--- src/rtl/imem_pkg.sv ---
// rtl/imem_pkg.sv - shared types, defaults and range check for the instruction memory arbiter
package imem_pkg;

  localparam int DEF_ADDR_WIDTH = 16;
  localparam int DEF_DATA_WIDTH = 16;
  localparam int DEF_MEM_SIZE   = 64;
  localparam int DEF_MAX_WAIT   = 4;

  typedef enum logic {
    OPEN   = 1'b0,
    LOCKED = 1'b1
  } imem_state_t;

  // Callers zero-extend their address so one function serves any ADDR_WIDTH.
  function automatic logic out_of_range(input logic [63:0] addr, input int unsigned size);
    return addr >= 64'(size);
  endfunction

endpackage

--- src/rtl/imem_port_resp.sv ---
// rtl/imem_port_resp.sv - one-cycle response register for a single requester port
module imem_port_resp #(
  parameter int DATA_WIDTH = 16
) (
  input  logic                  clk,
  input  logic                  rst,
  input  logic                  gnt,
  input  logic                  we,
  input  logic                  oor,
  input  logic [DATA_WIDTH-1:0] mem_rdata,
  output logic                  rvalid,
  output logic [DATA_WIDTH-1:0] rdata,
  output logic                  exc
);

  logic rd_q;

  // Capture what the accepted access was; read data itself arrives from the synchronous memory.
  always_ff @(posedge clk or posedge rst) begin
    if (rst) begin
      rvalid <= 1'b0;
      exc    <= 1'b0;
      rd_q   <= 1'b0;
    end else begin
      rvalid <= gnt;
      exc    <= gnt && oor;
      rd_q   <= gnt && !we && !oor;
    end
  end

  // Only an in-range read exposes memory data; writes and exceptions return zero.
  assign rdata = rd_q ? mem_rdata : '0;

endmodule

--- src/rtl/imem_arbiter.sv ---
// rtl/imem_arbiter.sv - fetch/loader arbiter and sequencer for the single-port instruction memory
module imem_arbiter
  import imem_pkg::*;
#(
  parameter int ADDR_WIDTH = DEF_ADDR_WIDTH,
  parameter int DATA_WIDTH = DEF_DATA_WIDTH,
  parameter int MEM_SIZE   = DEF_MEM_SIZE,
  parameter int MAX_WAIT   = DEF_MAX_WAIT
) (
  input  logic                  clk,
  input  logic                  rst,
  input  logic                  fetch_req,
  input  logic [ADDR_WIDTH-1:0] fetch_addr,
  output logic                  fetch_gnt,
  output logic                  fetch_rvalid,
  output logic [DATA_WIDTH-1:0] fetch_rdata,
  output logic                  fetch_exc,
  input  logic                  load_req,
  input  logic                  load_we,
  input  logic                  load_lock,
  input  logic [ADDR_WIDTH-1:0] load_addr,
  input  logic [DATA_WIDTH-1:0] load_wdata,
  output logic                  load_gnt,
  output logic                  load_rvalid,
  output logic [DATA_WIDTH-1:0] load_rdata,
  output logic                  load_exc,
  output logic                  mem_en,
  output logic                  mem_we,
  output logic [ADDR_WIDTH-1:0] mem_addr,
  output logic [DATA_WIDTH-1:0] mem_wdata,
  input  logic [DATA_WIDTH-1:0] mem_rdata
);

  localparam int WAIT_W = $clog2(MAX_WAIT + 1);

  imem_state_t       state;
  logic [WAIT_W-1:0] wait_cnt;
  logic              wait_full;
  logic              fetch_oor;
  logic              load_oor;

  assign wait_full = (wait_cnt == WAIT_W'(MAX_WAIT));
  assign fetch_oor = out_of_range(64'(fetch_addr), MEM_SIZE);
  assign load_oor  = out_of_range(64'(load_addr), MEM_SIZE);

  // Grant selection: fetch first unless the loader has waited long enough; a lock shuts fetch out.
  always_comb begin
    fetch_gnt = 1'b0;
    load_gnt  = 1'b0;
    if (!rst) begin
      if (state == OPEN) begin
        if (load_req && (wait_full || !fetch_req)) load_gnt = 1'b1;
        else                                       fetch_gnt = fetch_req;
      end else begin
        if (load_req)        load_gnt  = 1'b1;
        else if (!load_lock) fetch_gnt = fetch_req;
      end
    end
  end

  // Memory mux follows the fetch port unless the loader holds the grant; out-of-range never strobes.
  always_comb begin
    mem_addr  = load_gnt ? load_addr : fetch_addr;
    mem_wdata = load_gnt ? load_wdata : '0;
    mem_en    = (load_gnt && !load_oor) || (fetch_gnt && !fetch_oor);
    mem_we    = load_gnt && load_we && !load_oor;
  end

  // Lock FSM plus the loader starvation counter.
  always_ff @(posedge clk or posedge rst) begin
    if (rst) begin
      state    <= OPEN;
      wait_cnt <= '0;
    end else begin
      case (state)
        OPEN:    if (load_gnt && load_lock) state <= LOCKED;
        LOCKED:  if (!load_lock)            state <= OPEN;
        default:                            state <= OPEN;
      endcase
      if (load_req && !load_gnt) begin
        if (!wait_full) wait_cnt <= wait_cnt + WAIT_W'(1);
      end else begin
        wait_cnt <= '0;
      end
    end
  end

  imem_port_resp #(.DATA_WIDTH(DATA_WIDTH)) u_fetch_resp (
    .clk       (clk),
    .rst       (rst),
    .gnt       (fetch_gnt),
    .we        (1'b0),
    .oor       (fetch_oor),
    .mem_rdata (mem_rdata),
    .rvalid    (fetch_rvalid),
    .rdata     (fetch_rdata),
    .exc       (fetch_exc)
  );

  imem_port_resp #(.DATA_WIDTH(DATA_WIDTH)) u_load_resp (
    .clk       (clk),
    .rst       (rst),
    .gnt       (load_gnt),
    .we        (load_we),
    .oor       (load_oor),
    .mem_rdata (mem_rdata),
    .rvalid    (load_rvalid),
    .rdata     (load_rdata),
    .exc       (load_exc)
  );

endmodule

--- config.mk ---
export PLATFORM = sky130hd
export DESIGN_NAME = imem_arbiter
export DESIGN_NICKNAME = d
export VERILOG_FILES = /design/src/rtl/imem_pkg.sv /design/src/rtl/imem_port_resp.sv /design/src/rtl/imem_arbiter.sv
export SDC_FILE = /design/constraint.sdc
export NUM_CORES = 1
export LEC_CHECK = 0
export CORE_MARGIN = 1
export CORE_UTILIZATION = 26
export CTS_CLUSTER_DIAMETER = 80
export DETAILED_ROUTE_END_ITERATION = 10
export PLACE_DENSITY = 0.81
export SLEW_MARGIN = 10
export SYNTH_ARGS = -nofsm -noshare
export SYNTH_HDL_FRONTEND = slang
export SYNTH_HIERARCHICAL = 1
export SYNTH_SLANG_ARGS = --single-unit
--- constraint.sdc ---
create_clock -name clk -period 2.8 [get_ports clk]
set_input_delay 0.56 -clock clk [delete_from_list [all_inputs] [get_ports clk]]
set_output_delay 0.56 -clock clk [all_outputs]
set_load 0.01 [all_outputs]
==> out/results.ini, run 1 <==
[logic_synthesis]
synth_cell_types=23
ys_ff_latch=10
syn_area_per_cell_um2=9.47
yosysSeqAreaShare_pct=22.0
netlist_area_um2=1140
synth.net_count=192
yosys_warnings=6
synthCells=120

[global_route]
grt_util_met2_pct=31.7
use_met3_pct=5.50
antenna_found_initial=0
met1_usage_pct=14.4
track_usage_pct=15.8
grt-busiest-layer=met2
grt_pass1_vias=1337
grt_pass1_wl_um=5510
grt-ovfl-total=0
grt_max_degree=18

[place]
hpwlAfterDp_um=3440
dp_slack_ps=-231
place_inst=316
place_congestion=0.824
port_buffers=141

[floorplan]
ioPinCount=142
die_h_um=68.1
core_um2=4090
rows=23
design.die.area_um2=4640
initial_core_util_pct=27.8
die_w_um=68.1

[clock_network]
cts.clk_slew.worst_paths_ps=40
clock-sinks=10
cts_buffers=3
ctsHoldBuffers=0
cts-root-buf=clkbuf_8
htree_levels=1
clk_path_buf_depth=2
cts_tree=yes
insertion_delay_ps=220

[power_and_ir_drop]
powerDensity_nw_per_um2=212
peakVddDrop_mv=0.120
p_leak_nw=1.31

[finish]
nets=347
drive_gt1_share_pct=28.6
area.growth.synth_to_final_pct=141
final_core_util_pct=67.1
instances_no_fill=323
diodes=0

[critical_path]
critPathKind=reg -> out
crit_path_max_fanout=5
start_kind=flip-flop
ff2ff_setup_slack_ps=800
worstPathArrival_ps=2190
required_ps=2240
end_kind=primary output

[sta]
fmax_mhz=364
min_period_ps=2750
finalClockSkew_ps=0.546
slew_viol_final=0
hold_viol_final=0
fin_crit_sh_pct=98.2
hold_slack_ps=550
setup_viol=0
setup_ws_ps=49.8

[worst_hold_path]
hp-class=reg -> reg

[routing]
drc=0
antenna_left=0
vias_per_cell=4.38
via_count=1416
drtPass1Iterations=4
routed_wl_um=3950
first_iter_violations=8
wl_per_cell_um=12.2

[status]
status=complete, no violations

[flow_run]
maxCapViolations=0

[flip-flops by register name, indices dropped and copies added (netlist names)]
name	count
wait_cnt	3
state	1
u_fetch_resp/exc	1
u_fetch_resp/rd_q	1
u_fetch_resp/rvalid	1
u_load_resp/exc	1
u_load_resp/rd_q	1
u_load_resp/rvalid	1
[cells in the final DEF (no fill, tap or decap), drive strengths merged, types with 2 or more instances in the layout]
| cell type | count |
|---|---|
| o21ai | 2 |
| and2 | 50 |
| inv | 10 |
| nor3b | 2 |
| dfrtp | 10 |
| mux2 | 16 |
| buf | 14 |
| dlygate4sd2 | 26 |
| nor3 | 4 |
| clkbuf | 4 |
| nand3 | 3 |
| clkdlybuf4s15 | 9 |
| nor2 | 2 |
| ha | 2 |
| clkdlybuf4s50 | 105 |
| nor4 | 4 |
[kinds of logic after synthesis]
family          after synthesis  share of synthesized area, %
fa+ha+maj                     2                          2.20
mux                          17                          22.0
simple gates                 68                          39.9
compound gates                5                          3.08
xor+xnor                      1                         0.771
buf+inv                      16                          9.69
other cells                   1                         0.330
flops                        10                          22.0
[critical path: stages (launching register included)]
cell	delay, ps
dfrtp_1	390
inv_2	80
ha_4	140
nand2_2	90
a311o_2	500
clkbuf_16	200
mux2_4	280
dlygate4sd2_1	290
[routing by layer]
layer	wire (µm)	share of wire, %
met5	0	0
met4	27	0.68
met3	580	15
met2	2050	52
met1	1290	33
[power breakdown]
group / leakage, nW / switching [mW] / internal [mW]
logic: 1.15 / 0.0916 / 0.190
clock network: 0.0216 / 0.0472 / 0.0934
registers: 0.134 / 0.00441 / 0.154
total: 1.31 / 0.143 / 0.437
[layout make-up]
class                           instances  area, µm²
Clock buffer                            3       41.3
Fill cell                             358       1350
Inverter                               10       42.5
Multi-Input combinational cell         94        788
Sequential cell                        10        250
Tap cell                               50       62.6
Timing Repair Buffer                  156       1560
[synthesized netlist by cell type]
| master | n | share of area [%] |
|---|---|---|
| nand3b_1 | 1 | 0.66 |
| a21boi_0 | 1 | 0.66 |
| inv_6 | 1 | 0.77 |
| and2_1 | 20 | 11 |
| xnor2_1 | 1 | 0.77 |
| ha_1 | 2 | 2.2 |
| nand2_2 | 1 | 0.55 |
| o21ai_0 | 2 | 0.88 |
| nor2_1 | 2 | 0.66 |
| nor3_1 | 4 | 1.8 |
| nor3b_1 | 2 | 1.3 |
| nor4_1 | 4 | 2.2 |
| and2_2 | 30 | 20 |
| nand4_1 | 1 | 0.55 |
| mux2i_1 | 1 | 0.88 |
| mux2_4 | 16 | 21 |
| nand3_1 | 3 | 1.3 |
| a311o_2 | 1 | 0.99 |
| buf_6 | 6 | 5.9 |
| dfrtp_1 | 10 | 22 |
| o22ai_1 | 1 | 0.55 |
| conb_1 | 1 | 0.33 |
| inv_1 | 9 | 3.0 |
[stage by stage]
| stage | setup TNS, ps | area, µm² | power, mW |
|---|---|---|---|
| after floorplan | 0 | 1140 | 0.256 |
| after global placement | -6900 | 2640 | 0.435 |
| after detailed placement | -7430 | 2640 | 0.438 |
| after CTS | -217 | 2690 | 0.572 |
| after global routing | -40.3 | 2740 | 0.619 |
| final | 0 | 2740 | 0.581 |
[path summary, 6_finish.rpt]
kind / from / end / cells past startpoint
max: wait_cnt[0] / mem_addr[11] / 7
min: state / state / 2
max reg2reg: wait_cnt[0] / u_load_resp/rd_q / 9
min reg2reg: state / state / 2
max in group asynchronous: rst / state / 4
min in group asynchronous: rst / u_load_resp/rvalid / 3
[repair_timing]
item                                    in CTS  in global routing
cloned                                       1                  1
buffers inserted                             0                  2
pin swaps                                    1                  1
resized for setup                           54                  4
endpoints found under the setup margin      35                 34
Power figures use the tool's default switching activity.
==> run 2: changes to the inputs <==
==> constraint.sdc (replaced) <==
create_clock -name clk -period 2.9 [get_ports clk]
set_input_delay 0.58 -clock clk [delete_from_list [all_inputs] [get_ports clk]]
set_output_delay 0.58 -clock clk [all_outputs]
set_load 0.01 [all_outputs]
==> run 2 against run 1 <==
Cell area decreased by 2.9%. Critical path type is now in -> out. Die area is the same. Worst setup slack improved by 46 ps. Highest routed layer unchanged. Critical path depth decreased by 2. Largest cell class unchanged.
==> out/results.ini, run 2 (synthesis results as in run 1) <==
[status]
status=complete, no violations

[global_route]
grt_max_degree=21
grt_pass1_wl_um=5790
grt-ovfl-total=0
track_usage_pct=16.5
grt_pass1_vias=1365
antenna_found_initial=0

[clock_network]
cts.clk_slew.worst_paths_ps=50
cts-root-buf=clkbuf_8
clock-sinks=10
cts_tree=yes
ctsHoldBuffers=0
htree_levels=1
cts_buffers=3
clk_path_buf_depth=2
insertion_delay_ps=230

[place]
dp_slack_ps=-182
port_buffers=141
place_congestion=0.811
hpwlAfterDp_um=3540
place_inst=313

[floorplan]
rows=23
initial_core_util_pct=27.8
core_um2=4090
die_w_um=68.1
design.die.area_um2=4640
ioPinCount=142
die_h_um=68.1

[critical_path]
worstPathArrival_ps=2220
cpPeakStageDelay_ps=440
crit_buf_inv=3
end_kind=primary output
rr_startpoint=wait_cnt[0]
start_kind=input pin
crit_family=buffers and inverters
critPathLaunch=rst
crit_path_max_fanout=5
required_ps=2320
critPathKind=in -> out
critPathSlowestCell=clkdlybuf4s50_1
worstPathCellList=clkdlybuf4s50_1, a311o_2, clkbuf_16, mux2_4, dlygate4sd2_1

[finish]
multi_input_area_um2=778
final_core_util_pct=65.1
area.growth.synth_to_final_pct=134
regArea_um2=250
top_register=wait_cnt
final_cell_mix=clkdlybuf4s50_1 (105), dlygate4sd2_1 (35), and2_2 (30)
diodes=0
drive_gt1_share_pct=23.8
instances_no_fill=319
largest_reg_flops=3
nets=343
num-fill-cells=395
final_common_cell=clkdlybuf4s50_1

[routing]
vias_per_cell=4.46
via_count=1423
antenna_left=0
drt-met1-wl_um=1260
first_iter_violations=12
top_layer=met4
wl_met2_um=2130
wl_per_cell_um=12.7
drtPass1Iterations=4
drc=0
routed_wl_um=4060
wl_met3_um=635

[sta]
finalClockSkew_ps=3.84
hold_viol_final=0
hold_slack_ps=557
setup_ws_ps=95.9
slew_viol_final=0
min_period_ps=2800
rsz0062_at_grt=no
fin_crit_sh_pct=96.7
setup_viol=0
fmax_mhz=357

[power_and_ir_drop]
p_leak_nw=1.28
p_total_mw=0.548
peakVddDrop_mv=0.128
powerDensity_nw_per_um2=206

[worst_hold_path]
hp-class=reg -> reg
hold_start=state

[flow_run]
maxCapViolations=0

-- run 2: cell count changes in the layout (fill, tap and decap cells not counted) --
cell and delta:
buf_6 +1, buf_4 -4, dlygate4sd2_1 +9, clkdlybuf4s15_2 -9
inv_1 +1, buf_16 -1, inv_2 -1, ha_2 +1
ha_4 -1
-- run 2: timing repair --
| action | 4_1_cts | 5_1_grt |
|---|---|---|
| pin swaps | 0 | 1 |
| setup endpoints to repair | 35 | 16 |
| setup buffers | 0 | 1 |
| resized for setup | 35 | 2 |
| gates cloned | 0 | 2 |
-- run 2: per-layer routing --
metal	GRT usage [%]	vias to the layer above
met5	0	-
met4	5.47	0
met3	6.67	4
met2	31.4	104
met1	15.8	622
li1	-	693
-- run 2: per-stage QoR --
stage / cell area [µm²] / TNS (ps)
3_3_place_gp: 2620 / -4820
4_1_cts: 2610 / 0
3_5_place_dp: 2620 / -5820
6_report: 2660 / 0
2_1_floorplan: 1140 / 0
5_1_grt: 2660 / 0
-- run 2: power breakdown --
part / internal [mW] / total, mW / leakage (nW) / switching, mW
Combinational: 0.169 / 0.253 / 1.13 / 0.0838
Clock: 0.0905 / 0.141 / 0.0216 / 0.0503
Sequential: 0.148 / 0.153 / 0.134 / 0.00518
-- run 2: path summary, 6_finish.rpt --
kind                                          end  depth (start not counted)  slack [ps]
worst min register to register              state                          2         560
max in group asynchronous             wait_cnt[0]                          4        1980
worst max register to register   u_load_resp/rd_q                          9         870
worst max-delay path                  mem_addr[0]                          5         100
min in group asynchronous       u_fetch_resp/rd_q                          3         710
worst min-delay path                        state                          2         560
-- run 2: area by class of cell --
cell class / instances / area share [%]
Multi-Input combinational cell: 94 / 29.2
Inverter: 10 / 1.60
Clock buffer: 3 / 1.55
Timing Repair Buffer: 152 / 55.9
Sequential cell: 10 / 9.40
Tap cell: 50 / 2.35
-- run 2: worst reg2reg max path, delay by kind of cell (launching register included) --
kind / cells / cell delay (ps)
AO/OA/AOI/OAI: 1 / 470
adder cells (fa/ha/maj): 1 / 190
buffers and inverters: 5 / 570
flip-flops: 1 / 400
AND/OR/NAND/NOR: 2 / 300
==> run 3: changes to the inputs <==
--- a/config.mk
+++ b/config.mk
@@ -5,7 +5,6 @@
 export SDC_FILE = /design/constraint.sdc
 export NUM_CORES = 1
 export LEC_CHECK = 0
-export CORE_MARGIN = 1
 export CORE_UTILIZATION = 26
 export CTS_CLUSTER_DIAMETER = 80
 export DETAILED_ROUTE_END_ITERATION = 10
==> results of run 3 <==
The final DEF is identical to that of run 2; final timing and power are the same.
